<file path="src/rtl/bcd_frame_ctrl.sv">
// Button-gated wrapping counter with sequential shift-add-3 BCD conversion; digits commit only on a VSYNC assert edge.
// Optional button debounce is built when CTRL_DEBOUNCE_EN is defined.
module bcd_frame_ctrl #(
  parameter int unsigned MAX_COUNT = 32'd999,
  parameter int unsigned CNT_W     = 32'd10,
  parameter logic        VSYNC_POL = 1'b0
`ifdef CTRL_DEBOUNCE_EN
  ,
  parameter int unsigned DEB_CYCLES = 32'd500_000
`endif
) (
  input  logic       CLK,
  input  logic       RST,
  input  logic       TICK,
  input  logic       PBTON,
  input  logic       VSYNC,
  output logic [3:0] units,
  output logic [3:0] tens,
  output logic [3:0] hundreds,
  output logic       busy,
  output logic       upd_pulse
);

  localparam logic [1:0] S_IDLE    = 2'd0;
  localparam logic [1:0] S_CONVERT = 2'd1;
  localparam logic [1:0] S_WAIT    = 2'd2;
  localparam logic [1:0] S_COMMIT  = 2'd3;

  localparam int unsigned      STEP_W    = $clog2(CNT_W + 32'd1);
  localparam logic [STEP_W-1:0] LAST_STEP = STEP_W'(CNT_W - 32'd1);
  localparam logic [CNT_W-1:0]  MAX_C     = CNT_W'(MAX_COUNT);

  function automatic logic [3:0] add3(input logic [3:0] n);
    return (n >= 4'd5) ? (n + 4'd3) : n;
  endfunction

  // One double-dabble step: correct nibbles, then shift in the next binary bit.
  function automatic logic [11:0] dd_step(input logic [11:0] b, input logic in_bit);
    logic [11:0] adj;
    adj = {add3(b[11:8]), add3(b[7:4]), add3(b[3:0])};
    return (adj << 1) | {11'd0, in_bit};
  endfunction

  logic [1:0]        sync_q;
  logic              btn_s;
  logic [CNT_W-1:0]  count_q, count_d;
  logic [CNT_W-1:0]  snap_q, snap_d;
  logic              dirty_q, dirty_d;
  logic [1:0]        state_q, state_d;
  logic [11:0]       bcd_q, bcd_d;
  logic [STEP_W-1:0] step_q, step_d;
  logic              vsync_q;
  logic              frame_edge_s;
  logic [3:0]        units_q, units_d, tens_q, tens_d, hund_q, hund_d;
  logic              upd_q, upd_d;
  logic              busy_q;

  // Two-flop synchronizer for the asynchronous push button.
  always_ff @(posedge CLK or posedge RST) begin
    if (RST) begin
      sync_q <= 2'b00;
    end else begin
      sync_q <= {sync_q[0], PBTON};
    end
  end

`ifdef CTRL_DEBOUNCE_EN
  localparam int unsigned      DEB_W    = $clog2(DEB_CYCLES + 32'd1);
  localparam logic [DEB_W-1:0] DEB_LAST = DEB_W'(DEB_CYCLES - 32'd1);

  logic [DEB_W-1:0] deb_q;
  logic             btn_q;

  // Debounce: accept a new level only after it has been stable for DEB_CYCLES cycles.
  always_ff @(posedge CLK or posedge RST) begin
    if (RST) begin
      deb_q <= {DEB_W{1'b0}};
      btn_q <= 1'b0;
    end else if (sync_q[1] == btn_q) begin
      deb_q <= {DEB_W{1'b0}};
    end else if (deb_q == DEB_LAST) begin
      deb_q <= {DEB_W{1'b0}};
      btn_q <= sync_q[1];
    end else begin
      deb_q <= deb_q + DEB_W'(1'b1);
    end
  end

  assign btn_s = btn_q;
`else
  assign btn_s = sync_q[1];
`endif

  assign frame_edge_s = (VSYNC == VSYNC_POL) && (vsync_q != VSYNC_POL);

  // Next-state logic for the counter and the convert/commit scheduler.
  always_comb begin
    count_d = count_q;
    snap_d  = snap_q;
    dirty_d = dirty_q;
    state_d = state_q;
    bcd_d   = bcd_q;
    step_d  = step_q;
    units_d = units_q;
    tens_d  = tens_q;
    hund_d  = hund_q;
    upd_d   = 1'b0;
    case (state_q)
      S_IDLE: begin
        if (dirty_q) begin
          state_d = S_CONVERT;
          snap_d  = count_q;
          dirty_d = 1'b0;
          bcd_d   = 12'd0;
          step_d  = {STEP_W{1'b0}};
        end else begin
          state_d = S_IDLE;
        end
      end
      S_CONVERT: begin
        bcd_d  = dd_step(bcd_q, snap_q[CNT_W-1]);
        snap_d = {snap_q[CNT_W-2:0], 1'b0};
        if (step_q == LAST_STEP) begin
          state_d = S_WAIT;
          step_d  = {STEP_W{1'b0}};
        end else begin
          step_d  = step_q + STEP_W'(1'b1);
        end
      end
      S_WAIT: begin
        if (frame_edge_s) begin
          state_d = S_COMMIT;
        end else begin
          state_d = S_WAIT;
        end
      end
      S_COMMIT: begin
        hund_d  = bcd_q[11:8];
        tens_d  = bcd_q[7:4];
        units_d = bcd_q[3:0];
        upd_d   = 1'b1;
        state_d = S_IDLE;
      end
      default: begin
        state_d = S_IDLE;
      end
    endcase
    // A tick in the IDLE->CONVERT cycle must leave dirty set, so it is applied last.
    if (TICK && btn_s) begin
      count_d = (count_q == MAX_C) ? {CNT_W{1'b0}} : (count_q + CNT_W'(1'b1));
      dirty_d = 1'b1;
    end else begin
      count_d = count_q;
    end
  end

  // State, datapath and output registers.
  always_ff @(posedge CLK or posedge RST) begin
    if (RST) begin
      count_q <= {CNT_W{1'b0}};
      snap_q  <= {CNT_W{1'b0}};
      dirty_q <= 1'b0;
      state_q <= S_IDLE;
      bcd_q   <= 12'd0;
      step_q  <= {STEP_W{1'b0}};
      vsync_q <= 1'b0;
      units_q <= 4'd0;
      tens_q  <= 4'd0;
      hund_q  <= 4'd0;
      upd_q   <= 1'b0;
      busy_q  <= 1'b0;
    end else begin
      count_q <= count_d;
      snap_q  <= snap_d;
      dirty_q <= dirty_d;
      state_q <= state_d;
      bcd_q   <= bcd_d;
      step_q  <= step_d;
      vsync_q <= VSYNC;
      units_q <= units_d;
      tens_q  <= tens_d;
      hund_q  <= hund_d;
      upd_q   <= upd_d;
      busy_q  <= (state_d != S_IDLE);
    end
  end

  assign units     = units_q;
  assign tens      = tens_q;
  assign hundreds  = hund_q;
  assign upd_pulse = upd_q;
  assign busy      = busy_q;

endmodule

</file>
<file path="config.mk">
export PLATFORM = sky130hd
export DESIGN_NAME = bcd_frame_ctrl
export DESIGN_NICKNAME = d
export VERILOG_FILES = /design/src/rtl/bcd_frame_ctrl.sv
export SDC_FILE = /design/constraint.sdc
export NUM_CORES = 1
export LEC_CHECK = 0
export ABC_CLOCK_PERIOD_IN_PS = 3100
export BUFFER_PORTS_ARGS = -buffer_cell sky130_fd_sc_hd__buf_2
export CORE_MARGIN = 1.5
export CORE_UTILIZATION = 25
export CTS_BUF_LIST = sky130_fd_sc_hd__clkbuf_2
export DETAILED_ROUTE_END_ITERATION = 8
export PLACE_DENSITY_LB_ADDON = 0.15
export SKIP_CTS_REPAIR_TIMING = 1
export SYNTH_ARGS = -nofsm -noshare
export SYNTH_HDL_FRONTEND = slang
export SYNTH_SLANG_ARGS = --single-unit
</file>
<file path="constraint.sdc">
create_clock -name CLK -period 3.1 [get_ports CLK]
set_input_delay 0.31 -clock CLK [delete_from_list [all_inputs] [get_ports CLK]]
set_output_delay 0.31 -clock CLK [all_outputs]
set_load 0.01 [all_outputs]
</file>
-- Yosys cells after proc, flatten, opt, wreduce, memory -nomap -nowiden
Index checks and enable logic that the tools add are counted.
Widths: inputs -> output; s select.
- $mul: 0
- div/mod/pow operators: 0
- $add $sub $neg: 5
- reductions and logical operators: 7
- shifts and indexed selects: 0
- bitwise logic cells: 2
- order comparisons: 3
- equal/unequal tests: 6
- mux-type cells: 18
- operators by type and width (cell ; count):
    $pmux 12 s2 ; 1
    $mux 10 ; 2
    $pmux 10 s2 ; 1
    $mux 4 ; 4
    $ge 4x3->1 const B ; 3
    $mux 12 ; 1
    $or 12x1->12 ; 1
    $add 10x1->10 const B ; 1
    $eq 10x10->1 const B ; 1
    $add 4x2->4 const B ; 2
    $pmux 2 s4 ; 1
    $pmux 4 s2 ; 1
    $reduce_bool 2->1 ; 3
    $mux 1 ; 5
    $add 4x1->4 const B ; 1
    $eq 2x2->1 const B ; 2
    $eq 4x4->1 const B ; 1
    $add 3x2->3 const B ; 1
    $mux 3 ; 1
    $eq 2x1->1 const B ; 1
    $logic_and 1x1->1 ; 2
    $logic_not 2->1 ; 1
    $mux 2 ; 1
    $ne 2x2->1 const B ; 1
    other kinds (2) ; 2
- register bits: 56
- output and inout bits: 14
- latch bits: 0
- input port bits: 5
- memories: 0
- memory bits (writable): 0
- bits in read-only memories: 0

-- Longest topological paths before layout
- depth in word-level cells: 5
- depth in mapped cells: 6

-- Worst setup path before layout
OpenSTA, ideal clock, no wires.
- path kind: reg-to-reg
- start point: register count_q[0]
- end point: register count_q[0]
- cell stages (with the launch flop): 5
- arrival: 1296 ps
- slack: 1663 ps
- path buffers: 0
- clock period less this slack: 1437 ps
- cells stage by stage: dfrtp_1 ha_1 nand4_1 nor4_2 nor2_1
- cells in the longest elaborated chain, start to end: 2
- elaborated cells between the ends (all ways): 3
- ends and longest elaborated chain (item ; RTL line ; source):
    start: declaration ; 46 ; logic [CNT_W-1:0] count_q, count_d;
    start signal: assignment ; 160 ; count_q <= {CNT_W{1'b0}};
    start signal: assignment ; 173 ; count_q <= count_d;
    $add 10x1->10 or $eq 10x10->1 (tied branches) ; 150 ; count_d = (count_q == MAX_C) ? {CNT_W{1'b0}} : (count_q + CNT_W'(1'b1));
    $mux 10 * ; 150 ;
Mark *: on every way between the ends. The rest lies on a longest branch, timed or not.
A chain may end at the register's enable or synchronous reset.

-- Worst setup path after layout
Ends and elaborated chain as after synthesis.

==> results by group <==
Global routing
  – Vias in the first global route: around 1,900
  – First-pass GRT wire length: 8870 um
  – Largest net degree at the start of global routing: 34
  – Grt ovf: 0
  – Antenna violations before repair: 0
  – GR Util All Layers: 10.0%

STA
  – Relative slew slack: between 50% and 60%
  – Slew Viols, Final: 0
  – Worst setup margin: 1.29 ns
  – Fin. Hold Viols: 0
  – Period minus WS final: 1.81 ns
  – Setup violators final: 0
  – RSZ-0062 raised after global routing: false
  – Layout Skew: approximately 0.021 ns
  – Fmax: 0.551 GHz
  – Setup TNS: 0 ns
  – Post-route clock period utilization: 58.5%
  – Slew @ Worst Pin: just over 0.7 ns

CTS
  – Later-pin clock latency in the skew report: 0.42 ns
  – H-tree level count: 2
  – CTS Buffer Depth: 2
  – CTS tree: yes
  – Root Buffer: clkbuf_2
  – CTS clk-pin slew, worst paths: approximately 0.27 ns
  – Num CTS Buffers: 5
  – CTS Sinks: 56

Synthesis
  – Post-synth EDFFs: 0
  – Synthesized Nets: 279
  – Post-synth top area share: 53.8%
  – Avg Synthesized Cell Area: 9.83 sq um
  – Count of different cell masters after synthesis: 37
  – Top-count cell post-synth: dfrtp_1
  – Syn Std Cell Area: ~0.0026 sq mm
  – Ys flop type: dfrtp_1
  – Synth Register Bits: 56
  – Post-Synthesis Cells: 265
  – Synth cell count leaders: dfrtp_1 (56), nand2_1 (46), o21ai_0 (24), inv_1 (17), nor2_1 (13)
  – Sequential area share after synthesis: 53.8%
  – Yosys Warn Count: 0
  – FFs w/ async S/R, synth: 100%
  – Area leader, netlist: dfrtp_1
  – Ranking of synthesized cells by area: dfrtp_1 (54%), nand2_1 (6.6%), o21ai_0 (4.6%)

Job
  – Max_cap viols: 0

Pwr
  – Leakage power: 1.28 nW
  – Cell Pwr Density: 888 mW/mm^2
  – Worst IR drop on VDD: 248 uV

Route
  – Initial DRC Count: 121
  – Post-DRT Antenna Nets: 0
  – DR pass1 iterations: 4
  – Mean routed wirelength per cell: 12.6 um
  – DRT Wirelength: 5290 um
  – DRC viols: 0
  – Vias/cell: ~4.6
  – Vias post-DR: 1,944

Final layout
  – FILL cells: 1,093
  – ANT cells: 0
  – P&R area growth vs syn: 12.3%
  – Final instance area: 0.00293 sq mm
  – Share of layout cells above drive strength 1: 12.0%
  – Final #Nets: 297

Min path
  – Worst hold path class: input pin to flip-flop

Placement
  – Buffers on Ports: 18
  – Placed inst area: about 0.0028 sq mm
  – Pre-CTS setup slack: 1.32 ns
  – Hpwl dp: about 3600 um
  – RePlAce Congestion: 0.774

Critical path
  – Startpoint Class: flip-flop
  – Critical Path AT: 2.12 ns
  – Crit-path max FO: 7
  – Flop-to-flop setup slack: 1.29 ns
  – Critical path data required time: 3.41 ns
  – Setup Crit Path Kind: flip-flop to flip-flop
  – Worst Setup End Kind: flip-flop

Floorplan
  – Die height: roughly 110 um
  – Site Rows: 37
  – Die Width: 105 um
  – Starting density of the core: between 20% and 30%
  – I/O pins: 19
  – Core Region: 0.0102 sq mm
  – Die area: about 0.011 sq mm

Outcome
  – Status: complete, no violations
flip-flops by register name, indices dropped and copies added, names as in the netlist, 2 cells and up:
| name | count |
|---|---|
| bcd_q | 12 |
| count_q | 10 |
| snap_q | 10 |
| hundreds | 4 |
| step_q | 4 |
| tens | 4 |
| units | 4 |
| state_q | 2 |
| sync_q | 2 |
metal layers:
| layer | wire, um | share of wire, % | GRT usage (%) |
|---|---|---|---|
| met1 | 2840 | 54 | 14.2 |
| met2 | 2230 | 42 | 15.2 |
| met3 | 190 | 3.6 | 2.43 |
| met4 | 33 | 0.62 | 2.64 |
| met5 | 0 | 0 | 0 |
worst max-delay path, cell delays in order, from the launching register on:
cell,delay (ns)
dfrtp_1,0.52
ha_1,0.21
nand4_1,0.21
nor4_2,0.66
nor2_1,0.11
logic make-up after synthesis:
logic type,share of synthesized area (%)
multiplexers,0.384
adder cells (fa/ha/maj),4.32
AND/OR/NAND/NOR,16.8
buffers and inverters,4.70
XOR/XNOR,1.68
flip-flops,53.8
AO/OA/AOI/OAI,18.4
layout make-up:
type,count,area [sq um],area share [%]
clock buffer,6,30.0,1.03
clock inverter,2,35.0,1.20
inverter,17,63.8,2.18
multi-input combinational,179,1080,37.1
sequential,56,1400,47.9
tap,136,170,5.81
timing repair buffer,24,143,4.87
cell usage in the layout (no fill, tap or decap), types with 2 or more instances in the layout:
cell type      Yosys  layout
nand3_1            8       8
o21ai_0           24      24
o2111ai_1          6       6
buf_4              0       3
xnor2_1            4       4
nor2b_1            5       4
o21a_1             3       3
dfrtp_1           56      56
o32ai_1            2       2
inv_1             17      16
o221ai_1           3       3
a21oi_1            6       6
a31oi_1           11      11
or3_1              3       3
o211ai_1           3       3
o31ai_1            5       5
buf_2              7      18
dlygate4sd3_1      0       3
a32o_1             4       4
nand2_1           46      46
nand4_1            2       2
nand2b_1           7       7
clkbuf_2           1       6
nor2_1            13      13
or4_1              3       3
ha_1               9       9
worst paths after layout:
check                            from         end  depth (start not counted)
max                        count_q[0]  count_q[0]                          4
min                              TICK  count_q[1]                          3
max reg2reg                count_q[0]  count_q[0]                          4
min reg2reg                 sync_q[0]   sync_q[1]                          0
max in group asynchronous         RST   upd_pulse                          4
min in group asynchronous         RST   snap_q[2]                          3
stage by stage:
step | instances | total power, mW | hold WS [ns] | utilization, %
after floorplan | 265 | 1.99 | 0.331 | -
after global placement | 409 | 2.26 | 0.338 | 27.7
after global routing | 420 | 2.85 | 0.102 | 28.6
final | 420 | 2.60 | 0.148 | 28.6
after detailed placement | 409 | 2.28 | 0.340 | 27.7
after CTS | 417 | 2.66 | -0.0774 | 28.3
report_power, final:
group | internal [mW] | switching (mW)
Combinational | 0.417 | 0.615
Sequential | 0.980 | 0.222
Clock | 0.139 | 0.227
Power figures use the tool's default switching activity.
